<file path="src/rtl/seq_ctrl_if.sv">
`default_nettype none
// ============================================================================
// Module      : seq_ctrl_if
// Description : Data-memory handshake between the SEQ stage sequencer and the
//               data memory. The sequencer holds mem_req until mem_ack; a
//               dmem_error is only meaningful together with mem_ack.
// Revision    : 1.0 - initial release
// ============================================================================
interface seq_ctrl_if;
    logic mem_req;
    logic mem_ack;
    logic dmem_error;

    // Sequencer side
    modport master (
        output mem_req,
        input  mem_ack,
        input  dmem_error
    );

    // Memory side
    modport slave (
        input  mem_req,
        output mem_ack,
        output dmem_error
    );
endinterface
`default_nettype wire

</file>
<file path="src/rtl/seq_ctrl.sv">
`default_nettype none
// ============================================================================
// Module      : seq_ctrl
// Description : Multi-cycle stage sequencer for the Y86-64 SEQ processor.
//               Steps FETCH/DECODE/EXEC/MEM/WB/PCUPD one stage per clock,
//               skips MEM for non-memory icodes, handshakes with data memory
//               (with a bounded wait), tracks the Y86 status code and keeps
//               cycle / retired-instruction counters. Moore outputs.
// Revision    : 1.0 - initial release
// ============================================================================
module seq_ctrl #(
    parameter int CNT_W       = 32,
    parameter int MEM_TIMEOUT = 15
) (
    input  logic             clk,
    input  logic             rst_n,
    input  logic             start,
    input  logic             step_mode,
    input  logic             step,
    input  logic [3:0]       icode,
    input  logic             instr_valid,
    input  logic             imem_error,
    seq_ctrl_if.master       dmem,
    output logic             fetch_en,
    output logic             decode_en,
    output logic             exec_en,
    output logic             cc_we,
    output logic             wb_en,
    output logic             pc_en,
    output logic             busy,
    output logic [2:0]       stat,
    output logic [CNT_W-1:0] cycle_cnt,
    output logic [CNT_W-1:0] instr_cnt
);

    localparam logic [3:0] ST_IDLE   = 4'd0;
    localparam logic [3:0] ST_PAUSE  = 4'd1;
    localparam logic [3:0] ST_FETCH  = 4'd2;
    localparam logic [3:0] ST_DECODE = 4'd3;
    localparam logic [3:0] ST_EXEC   = 4'd4;
    localparam logic [3:0] ST_MEM    = 4'd5;
    localparam logic [3:0] ST_WB     = 4'd6;
    localparam logic [3:0] ST_PCUPD  = 4'd7;
    localparam logic [3:0] ST_HALT   = 4'd8;

    localparam logic [2:0] STAT_AOK = 3'd1;
    localparam logic [2:0] STAT_HLT = 3'd2;
    localparam logic [2:0] STAT_ADR = 3'd3;
    localparam logic [2:0] STAT_INS = 3'd4;

    localparam logic [3:0] ICODE_HALT = 4'h0;
    localparam logic [3:0] ICODE_OPQ  = 4'h6;
    localparam logic [3:0] ICODE_RMMOVQ = 4'h4;

    localparam logic [7:0]       TIMEOUT_LIM = 8'(MEM_TIMEOUT);
    localparam logic [CNT_W-1:0] CNT_ONE     = {{(CNT_W-1){1'b0}}, 1'b1};

    logic [3:0] state;
    logic [3:0] state_nxt;
    logic [2:0] stat_nxt;
    logic [3:0] icode_q;
    logic [7:0] timer;
    logic [7:0] timer_inc;
    logic       is_mem_op;
    logic       is_mem_wb;
    logic       is_reg_wb;

    // Instruction classes, decoded from the icode latched at fetch
    assign is_mem_op = (icode_q inside {4'h4, 4'h5, 4'h8, 4'h9, 4'hA, 4'hB});
    assign is_mem_wb = is_mem_op && (icode_q != ICODE_RMMOVQ);
    assign is_reg_wb = (icode_q inside {4'h2, 4'h3, 4'h6});
    assign timer_inc = timer + 8'd1;

    // State register; reset aborts any in-flight instruction
    always_ff @(posedge clk or negedge rst_n) begin
        if (!rst_n) begin
            state <= ST_IDLE;
        end else begin
            state <= state_nxt;
        end
    end

    // Next-state and status-update decision
    always_comb begin
        state_nxt = state;
        stat_nxt  = stat;
        case (state)
            ST_IDLE: begin
                if (start) begin
                    state_nxt = step_mode ? ST_PAUSE : ST_FETCH;
                end
            end
            ST_PAUSE: begin
                if (step) begin
                    state_nxt = ST_FETCH;
                end
            end
            ST_FETCH: begin
                // Fault priority: address fault, then invalid, then halt
                if (imem_error) begin
                    state_nxt = ST_HALT;
                    stat_nxt  = STAT_ADR;
                end else if (!instr_valid) begin
                    state_nxt = ST_HALT;
                    stat_nxt  = STAT_INS;
                end else if (icode == ICODE_HALT) begin
                    state_nxt = ST_HALT;
                    stat_nxt  = STAT_HLT;
                end else begin
                    state_nxt = ST_DECODE;
                end
            end
            ST_DECODE: begin
                state_nxt = ST_EXEC;
            end
            ST_EXEC: begin
                if (is_mem_op) begin
                    state_nxt = ST_MEM;
                end else if (is_reg_wb) begin
                    state_nxt = ST_WB;
                end else begin
                    state_nxt = ST_PCUPD;
                end
            end
            ST_MEM: begin
                // An ack on the last allowed cycle beats the timeout
                if (dmem.mem_ack) begin
                    if (dmem.dmem_error) begin
                        state_nxt = ST_HALT;
                        stat_nxt  = STAT_ADR;
                    end else begin
                        state_nxt = is_mem_wb ? ST_WB : ST_PCUPD;
                    end
                end else if (timer_inc == TIMEOUT_LIM) begin
                    state_nxt = ST_HALT;
                    stat_nxt  = STAT_ADR;
                end
            end
            ST_WB: begin
                state_nxt = ST_PCUPD;
            end
            ST_PCUPD: begin
                state_nxt = step_mode ? ST_PAUSE : ST_FETCH;
            end
            ST_HALT: begin
                state_nxt = ST_HALT;
            end
            default: begin
                state_nxt = ST_IDLE;
            end
        endcase
    end

    // Moore outputs decoded from the current state only
    always_comb begin
        fetch_en     = 1'b0;
        decode_en    = 1'b0;
        exec_en      = 1'b0;
        cc_we        = 1'b0;
        dmem.mem_req = 1'b0;
        wb_en        = 1'b0;
        pc_en        = 1'b0;
        busy         = 1'b1;
        case (state)
            ST_IDLE:   busy         = 1'b0;
            ST_HALT:   busy         = 1'b0;
            ST_FETCH:  fetch_en     = 1'b1;
            ST_DECODE: decode_en    = 1'b1;
            ST_EXEC: begin
                exec_en = 1'b1;
                cc_we   = (icode_q == ICODE_OPQ);
            end
            ST_MEM:    dmem.mem_req = 1'b1;
            ST_WB:     wb_en        = 1'b1;
            ST_PCUPD:  pc_en        = 1'b1;
            default:   busy         = 1'b1;
        endcase
    end

    // Latched icode, memory wait timer, status and performance counters
    always_ff @(posedge clk or negedge rst_n) begin
        if (!rst_n) begin
            icode_q   <= 4'h0;
            timer     <= 8'd0;
            stat      <= STAT_AOK;
            cycle_cnt <= '0;
            instr_cnt <= '0;
        end else begin
            stat <= stat_nxt;
            if (state == ST_FETCH) begin
                icode_q <= icode;
            end
            if (state == ST_EXEC) begin
                timer <= 8'd0;
            end else if ((state == ST_MEM) && !dmem.mem_ack) begin
                timer <= timer_inc;
            end
            if (busy) begin
                cycle_cnt <= cycle_cnt + CNT_ONE;
            end
            if (pc_en) begin
                instr_cnt <= instr_cnt + CNT_ONE;
            end
        end
    end

endmodule
`default_nettype wire

</file>
<file path="src/flat_wrapper.sv">
// flat-port wrapper written by rule: the top's interface ports become plain ports
module seq_ctrl_flat 
#(
    parameter int CNT_W       = 32,
    parameter int MEM_TIMEOUT = 15
)
  (clk, rst_n, start, step_mode, step, icode, instr_valid, imem_error, fetch_en, decode_en, exec_en, cc_we, wb_en, pc_en, busy, stat, cycle_cnt, instr_cnt, dmem_mem_req, dmem_mem_ack, dmem_dmem_error);
  seq_ctrl_if dmem_i ();
  input  logic clk;
  input  logic rst_n;
  input  logic start;
  input  logic step_mode;
  input  logic step;
  input  logic [3:0] icode;
  input  logic instr_valid;
  input  logic imem_error;
  output logic fetch_en;
  output logic decode_en;
  output logic exec_en;
  output logic cc_we;
  output logic wb_en;
  output logic pc_en;
  output logic busy;
  output logic [2:0] stat;
  output logic [CNT_W-1:0] cycle_cnt;
  output logic [CNT_W-1:0] instr_cnt;
  output wire logic [$bits(dmem_i.mem_req)-1:0] dmem_mem_req;
  input wire logic [$bits(dmem_i.mem_ack)-1:0] dmem_mem_ack;
  input wire logic [$bits(dmem_i.dmem_error)-1:0] dmem_dmem_error;
  assign dmem_mem_req = dmem_i.mem_req;
  assign dmem_i.mem_ack = dmem_mem_ack;
  assign dmem_i.dmem_error = dmem_dmem_error;
  seq_ctrl #(.CNT_W(CNT_W), .MEM_TIMEOUT(MEM_TIMEOUT)) u_core (.clk(clk), .rst_n(rst_n), .start(start), .step_mode(step_mode), .step(step), .icode(icode), .instr_valid(instr_valid), .imem_error(imem_error), .dmem(dmem_i), .fetch_en(fetch_en), .decode_en(decode_en), .exec_en(exec_en), .cc_we(cc_we), .wb_en(wb_en), .pc_en(pc_en), .busy(busy), .stat(stat), .cycle_cnt(cycle_cnt), .instr_cnt(instr_cnt));
endmodule
</file>
<file path="config.mk">
export PLATFORM = sky130hd
export DESIGN_NAME = seq_ctrl_flat
export DESIGN_NICKNAME = d
export VERILOG_FILES = /design/src/rtl/seq_ctrl_if.sv /design/src/rtl/seq_ctrl.sv /design/src/flat_wrapper.sv
export SDC_FILE = /design/constraint.sdc
export NUM_CORES = 1
export LEC_CHECK = 0
export CORE_UTILIZATION = 57
export DETAILED_ROUTE_END_ITERATION = 12
export DONT_BUFFER_PORTS = 1
export PLACE_DENSITY = 0.8
export SYNTH_ARGS = -nofsm -noshare
export SYNTH_HDL_FRONTEND = slang
export SYNTH_SLANG_ARGS = --single-unit
</file>
<file path="constraint.sdc">
create_clock -name clk -period 2.08 [get_ports clk]
set_clock_uncertainty 0.1 [all_clocks]
set_input_delay 0.312 -clock clk [delete_from_list [all_inputs] [get_ports clk]]
set_output_delay 0.312 -clock clk [all_outputs]
set_load 0.05 [all_outputs]
</file>
==> run metrics, run 1 <==
Max Clk Rate=471 MHz; Power, Total=5.13 mW; via count=3304; Mapped Cells=400; cell chosen for the clock root=clkbuf_8; Area growth, synth to finish=27.5%; Fin. Hold Viols=83; Sw Pwr=2.06 mW; DR pass1 iterations=4; n_diodes=0; gr ovfl total=0; Non-Filler Instances=596; minimum clock period=2.12 ns; Final nets=512; status=finished with violations; clock latency on the worst-skew pair=0.36 ns; Worst slew margin=63.0%; largest fanout on the critical path=5; Fin Hold WS=-0.465 ns; max-cap viol count=0; Reg power frac=41.0%; Via density=5.54; post-route ant nets=0; layout cell share with drive strength beyond 1=29.0%; Int Pwr=3.06 mW; Worst Tran Pin Value=0.555 ns; Floorplan Core Area=6830 um^2; Worst Path Required=1.67 ns; largest cells by area after synthesis=dfrtp_1 (50%), xnor2_1 (11%), nand2_1 (5.1%), nand3_1 (3.8%), xor2_1 (3.7%); register area=2090 um^2; cts hold-fix bufs=4; Max VDD drop=0.905 mV; Crit Path Class=register to output port; P per Cell Area=987 nW/um^2; post-synth cell types=50; DR iter-0 viols=136; Tot GR Track Use=25.7%; fill count=470; RSZ-0062 raised after global routing=true; largest net degree at the start of global routing=84; Ports=88; max-slew violation count=0; syn_area_per_cell=10.2 um^2; register bit total from synthesis=83; Post-Syn Nets=417; routability cong.=0.921; ys flop type=dfrtp_1; Post-DP HPWL=6460 um; failing checks=hold timing, setup timing; Placed Cells=567; CP endpoint kind=output port; initial antenna violation count=0; multi-input logic area=1980 um^2; Worst setup SP type=register; part of the power in combinational logic=37.6%; post-synthesis sequential area ratio=51.0%; final setup margin=-0.0416 ns; fraction of registers with async set/reset=100%; HP Class=input port to async pin; Final setup viols=2; number of global-route vias before repair=3274; Die Area=7490 um^2; Initial Util=59.6%; Reg clk slew, reported paths=0.09 ns; Synth Cell Area=4070 um^2; clock share of power=21.4%; post-synth top area share=50.4%; CTS tree=done; number of I/O port buffers=0; crit path DAT=1.71 ns; YS warnings=0; deepest clock path buffer count=2; fin area=5200 um^2; DRC=0; Clock Sinks=83; CTS Buf Count=9; WL final=9330 um; Switching Fraction=40.2%; EDFF count, synth=0; Placement Rows=30; die width=86.5 um; Die Y=86.5 um; post-synth top area cell=dfrtp_1; period utilization=102%; Avg WL per Cell=15.6 um; Lkg Pwr=2.44 nW; global-route wire length before repair=14900 um; CTS H-Tree Depth=3; Cell Area, Placed=4790 um^2
-- flip-flops by register name, summed over array words and instances, names as in the netlist --
| name | flops |
|---|---|
| u_core.stat | 3 |
| u_core.timer | 8 |
| u_core.cycle_cnt | 32 |
| u_core.icode_q | 4 |
| u_core.state | 4 |
| u_core.instr_cnt | 32 |
-- cell type report --
cell class | instances | share of cell area, %
clock buffer | 10 | 2.65
clock inverter | 6 | 0.963
inverter | 12 | 1.01
multi-input combinational | 295 | 38.1
sequential | 83 | 40.2
tap | 96 | 2.31
timing repair buffer | 94 | 14.7
-- worst max-delay path, cell delays in order (launching register included) --
cell	delay, ns
dfrtp_2	0.42
or3b_4	0.41
or2_4	0.27
nor2_4	0.11
buf_12	0.14
-- metal layers --
metal  up-vias  part of all wire (%)  global-route usage, %
li1       1588                     -                      -
met1      1589                    42                   31.4
met2       114                    49                   44.0
met3        13                   6.5                   5.43
met4         0                   1.6                   11.1
met5         -                     0                      0
-- cells in the mapped netlist, types with 3 or more instances --
library cell	n
dfrtp_1	82
nand2_1	55
xnor2_1	50
nand3_1	31
nor2_1	26
xor2_1	17
nand4_1	13
and4_1	11
inv_1	11
o21ai_0	11
and3_1	10
nor3_1	7
nand2b_1	6
and2_1	5
or3_1	5
clkbuf_1	4
ha_1	4
a21oi_1	3
nor2_2	3
nor2b_1	3
nor4_1	3
o31ai_1	3
o41ai_1	3
-- stage by stage --
step | utilization, % | worst slack (ns) | setup TNS, ns
floorplan | - | 0.00206 | 0
global placement | 70.2 | 0.143 | 0
detailed placement | 70.2 | 0.0595 | 0
CTS | 74.6 | -0.0503 | -0.0922
global route | 76.1 | -0.0839 | -0.293
finish | 76.1 | -0.0416 | -0.0790
-- placed cells by master, fill, tap and decap left out, drive strengths merged, types with 3 or more instances in the layout --
cell	instances
a21oi	3
and2	5
and3	10
and4	11
buf	90
clkbuf	10
clkinv	4
clkinvlp	3
dfrtp	82
dlygate4sd3	4
ha	4
inv	11
nand2	55
nand2b	6
nand3	31
nand4	13
nor2	30
nor2b	3
nor3	8
nor4	3
o21ai	11
o31ai	3
o41ai	3
or3	6
xnor2	50
xor2	17
-- cells by family after synthesis --
logic type / synth area share, %
compound gates: 5.77
xor+xnor: 14.4
fa+ha+maj: 1.23
buf+inv: 2.64
flops: 51.0
mux: 0.246
simple gates: 24.7
-- final timing paths --
check / start / endpoint / slack, ns / cells past startpoint
min in group clk: imem_error / u_core.stat[2] / 0.10 / 2
worst min register to register: u_core.cycle_cnt[29] / u_core.cycle_cnt[29] / 0.42 / 1
worst min-delay path: rst_n / u_core.instr_cnt[31] / -0.47 / 0
worst max-delay path: u_core.state[2] / cc_we / -0.04 / 4
max in group asynchronous: rst_n / u_core.stat[0] / 2.14 / 0
worst max register to register: u_core.state[3] / u_core.instr_cnt[30] / 0.06 / 6
-- what timing repair did --
action                                  CTS  global route
resized for setup                        11            17
endpoints found under the setup margin    4            17
endpoints found under the hold margin    87            83
pin swaps                                 2             4
buffers inserted                          6             3
-- power groups by stage --
| stage | clock network (mW) | registers, mW | logic, mW |
|---|---|---|---|
| 5_1_grt | 1.18 | 2.14 | 2.07 |
| 3_3_place_gp | 0 | 2.12 | 1.63 |
| 4_1_cts | 1.12 | 2.09 | 1.81 |
| 6_report | 1.10 | 2.10 | 1.93 |
| 3_5_place_dp | 0 | 2.14 | 1.67 |
| 2_1_floorplan | 0 | 2.44 | 0.870 |
(Power assumes the default switching activity.)
==> inputs of run 2 (changes only) <==
--- a/config.mk
+++ b/config.mk
@@ -5,10 +5,10 @@
 export SDC_FILE = /design/constraint.sdc
 export NUM_CORES = 1
 export LEC_CHECK = 0
-export CORE_UTILIZATION = 57
+export CORE_UTILIZATION = 60
 export DETAILED_ROUTE_END_ITERATION = 12
 export DONT_BUFFER_PORTS = 1
-export PLACE_DENSITY = 0.8
+export PLACE_DENSITY = 0.81
 export SYNTH_ARGS = -nofsm -noshare
 export SYNTH_HDL_FRONTEND = slang
 export SYNTH_SLANG_ARGS = --single-unit
==> constraint.sdc (replaced) <==
create_clock -name clk -period 2.16 [get_ports clk]
set_clock_uncertainty 0.1 [all_clocks]
set_input_delay 0.324 -clock clk [delete_from_list [all_inputs] [get_ports clk]]
set_output_delay 0.324 -clock clk [all_outputs]
set_load 0.05 [all_outputs]
==> run 2 against run 1 <==
Sequential share of layout area increased by 1.1 points. Die area decreased by 4.9%. First-iteration DRC count increased by 19%. Setup slack improved by 0.038 ns. Utilization increased by 2.1 points. Global-route usage increased by 1.9 points. Cell count decreased by 5.2%. The flow finishes with violations (DRC, hold timing, setup timing). Critical path depth unchanged. Sequential power decreased by 4%. Power decreased by 2.0%. Register-to-register slack about the same.
==> run metrics, run 2 (synthesis results as in run 1) <==
Crit Path Class=register to output port; Final setup viols=1 (-1); Post-DP HPWL=6520 um (+0.90%); initial antenna violation count=0 (unchanged); max-slew violation count=0 (unchanged); FF-to-FF Start=u_core.state[3]; Final nets=500 (-2.3%); commonest non-fill, non-tap cell in the layout=dfrtp_1; minimum clock period=2.16 ns; Avg WL per Cell=16.4 um (+5.0%); Worst slew margin=63.3% (+0.30 points); Area growth, synth to finish=23.9%; RSZ-0062 raised after global routing=true; Placement Rows=29 (-3.3%); Lkg Pwr=2.40 nW (-1.9%); largest net degree at the start of global routing=84 (unchanged); WL final=9280 um (-0.46%); status=finished with violations; Worst Setup SP=u_core.state[3]; pre-CTS WS=0.0207 ns (-0.0389 ns); fill count=419 (-11%); layout cell share with drive strength beyond 1=23.8% (-5.2 points); clock latency on the worst-skew pair=0.34 ns (-0.02 ns); CTS H-Tree Depth=3 (unchanged); HP Class=input port to async pin; Initial Util=63.1% (+3.4 points); Reg clk slew, reported paths=0.08 ns (about the same); post-layout util=78.2% (+2.1 points); commonest cells after routing, fill and taps aside=dfrtp_1 (78), buf_4 (75), nand2_1 (55); Floorplan Core Area=6460 um^2 (-5.5%); CTS Buf Count=9 (unchanged); Max Clk Rate=462 MHz; number of I/O port buffers=0 (unchanged); DRC=6 (+6); Clock Sinks=83 (unchanged); crit path DAT=1.74 ns (+0.03 ns); DR pass1 iterations=8 (+4); Die Y=84.4 um (-2.5%); Worst Tran Pin Value=0.551 ns (-0.00456 ns); CP endpoint kind=output port; max-cap viol count=0 (unchanged); via count=3261 (-1.3%); cell chosen for the clock root=clkbuf_8; CTS tree=done; global-route wire length before repair=15400 um (+3.9%); cts hold-fix bufs=4 (unchanged); Tot GR Track Use=27.5% (+1.9 points); Via density=5.77 (+4.1%); largest fanout on the critical path=5 (unchanged); Worst Path Required=1.74 ns (+0.07 ns); P per Cell Area=995 nW/um^2 (+0.86%); n_diodes=0 (unchanged); failing checks=DRC, hold timing, setup timing; Ports=88 (unchanged); final setup margin=-0.00335 ns (+0.0383 ns); gr ovfl total=0 (unchanged); Max VDD drop=1.06 mV (+17%); post-route ant nets=0 (unchanged); period utilization=100%; Fin Hold WS=-0.430 ns (+0.0353 ns); DR iter-0 viols=162 (+19%); routability cong.=0.929 (+0.88%); Fin. Hold Viols=83 (unchanged); Worst setup SP type=register; Power, Total=5.02 mW (-2.0%); die width=84.4 um (-2.5%); Die Area=7120 um^2 (-4.9%); number of global-route vias before repair=3257 (-0.52%); Largest regs=u_core.cycle_cnt (32), u_core.instr_cnt (32), u_core.timer (8); deepest clock path buffer count=2 (unchanged)
run 2: cell count changes in the layout (fill, tap and decap cells not counted), moves of 3 or more:
cell,before,now
buf_4,84,75
dfrtp_1,73,78
dfrtp_2,9,4
buf_6,3,0
run 2: report_power, final:
| part | switching, mW | internal [mW] |
|---|---|---|
| clock network | 0.538 | 0.749 |
| registers | 0.251 | 1.76 |
| logic | 1.09 | 0.634 |
run 2: path summary, 6_finish.rpt:
check	endpoint	slack, ns	cells past startpoint
max	cc_we	-0.003	4
min	u_core.instr_cnt[30]	-0.43	0
max reg2reg	u_core.instr_cnt[27]	0.05	6
min reg2reg	u_core.cycle_cnt[1]	0.43	2
max in group asynchronous	u_core.stat[0]	2.20	0
min in group clk	u_core.stat[0]	0.09	4
run 2: metal layers:
layer | vias to the layer above | part of all wire [%] | track usage (%)
met5 | - | 0 | 0
met4 | 0 | 1.2 | 8.78
met3 | 13 | 7.1 | 7.67
met2 | 111 | 50 | 47.0
met1 | 1587 | 41 | 34.2
li1 | 1550 | - | -
run 2: timing repair:
action | in CTS | in global routing
endpoints found under the setup margin | 4 | 8
cloned | 0 | 0
resized for setup | 5 | 6
buffers inserted | 2 | 5
pin swaps | 0 | 3
endpoints found under the hold margin | 87 | 83
run 2: critical path: stages (launching register included):
cell	delay, ns
dfrtp_2	0.42
or3b_4	0.42
or2_4	0.30
nor2_4	0.12
buf_12	0.14
run 2: layout make-up:
class                   instances  area (um^2)  area share (%)
well taps                      77         96.3            1.91
clock inverters                 3         68.8            1.36
inverters                      12         48.8           0.967
repair buffers                 82          663            13.1
flip-flops and latches         83         2080            41.3
multi-input cells             295         1920            38.0
clock buffers                  13          169            3.35
run 2: metrics by stage:
| step | setup TNS (ns) | std cells | cell area [um^2] |
|---|---|---|---|
| 2_1_floorplan | 0 | 400 | 4080 |
| 3_3_place_gp | 0 | 538 | 4690 |
| 3_5_place_dp | 0 | 538 | 4690 |
| 4_1_cts | -0.0105 | 560 | 5000 |
| 5_1_grt | -0.213 | 565 | 5050 |
| 6_report | -0.00335 | 565 | 5050 |
==> inputs of run 3 (changes only) <==
--- a/config.mk
+++ b/config.mk
@@ -6,6 +6,7 @@
 export NUM_CORES = 1
 export LEC_CHECK = 0
 export CORE_UTILIZATION = 60
+export CTS_CLUSTER_SIZE = 24
 export DETAILED_ROUTE_END_ITERATION = 12
 export DONT_BUFFER_PORTS = 1
 export PLACE_DENSITY = 0.81
==> results of run 3 <==
Final layout, timing and power as in run 2 (identical DEF).
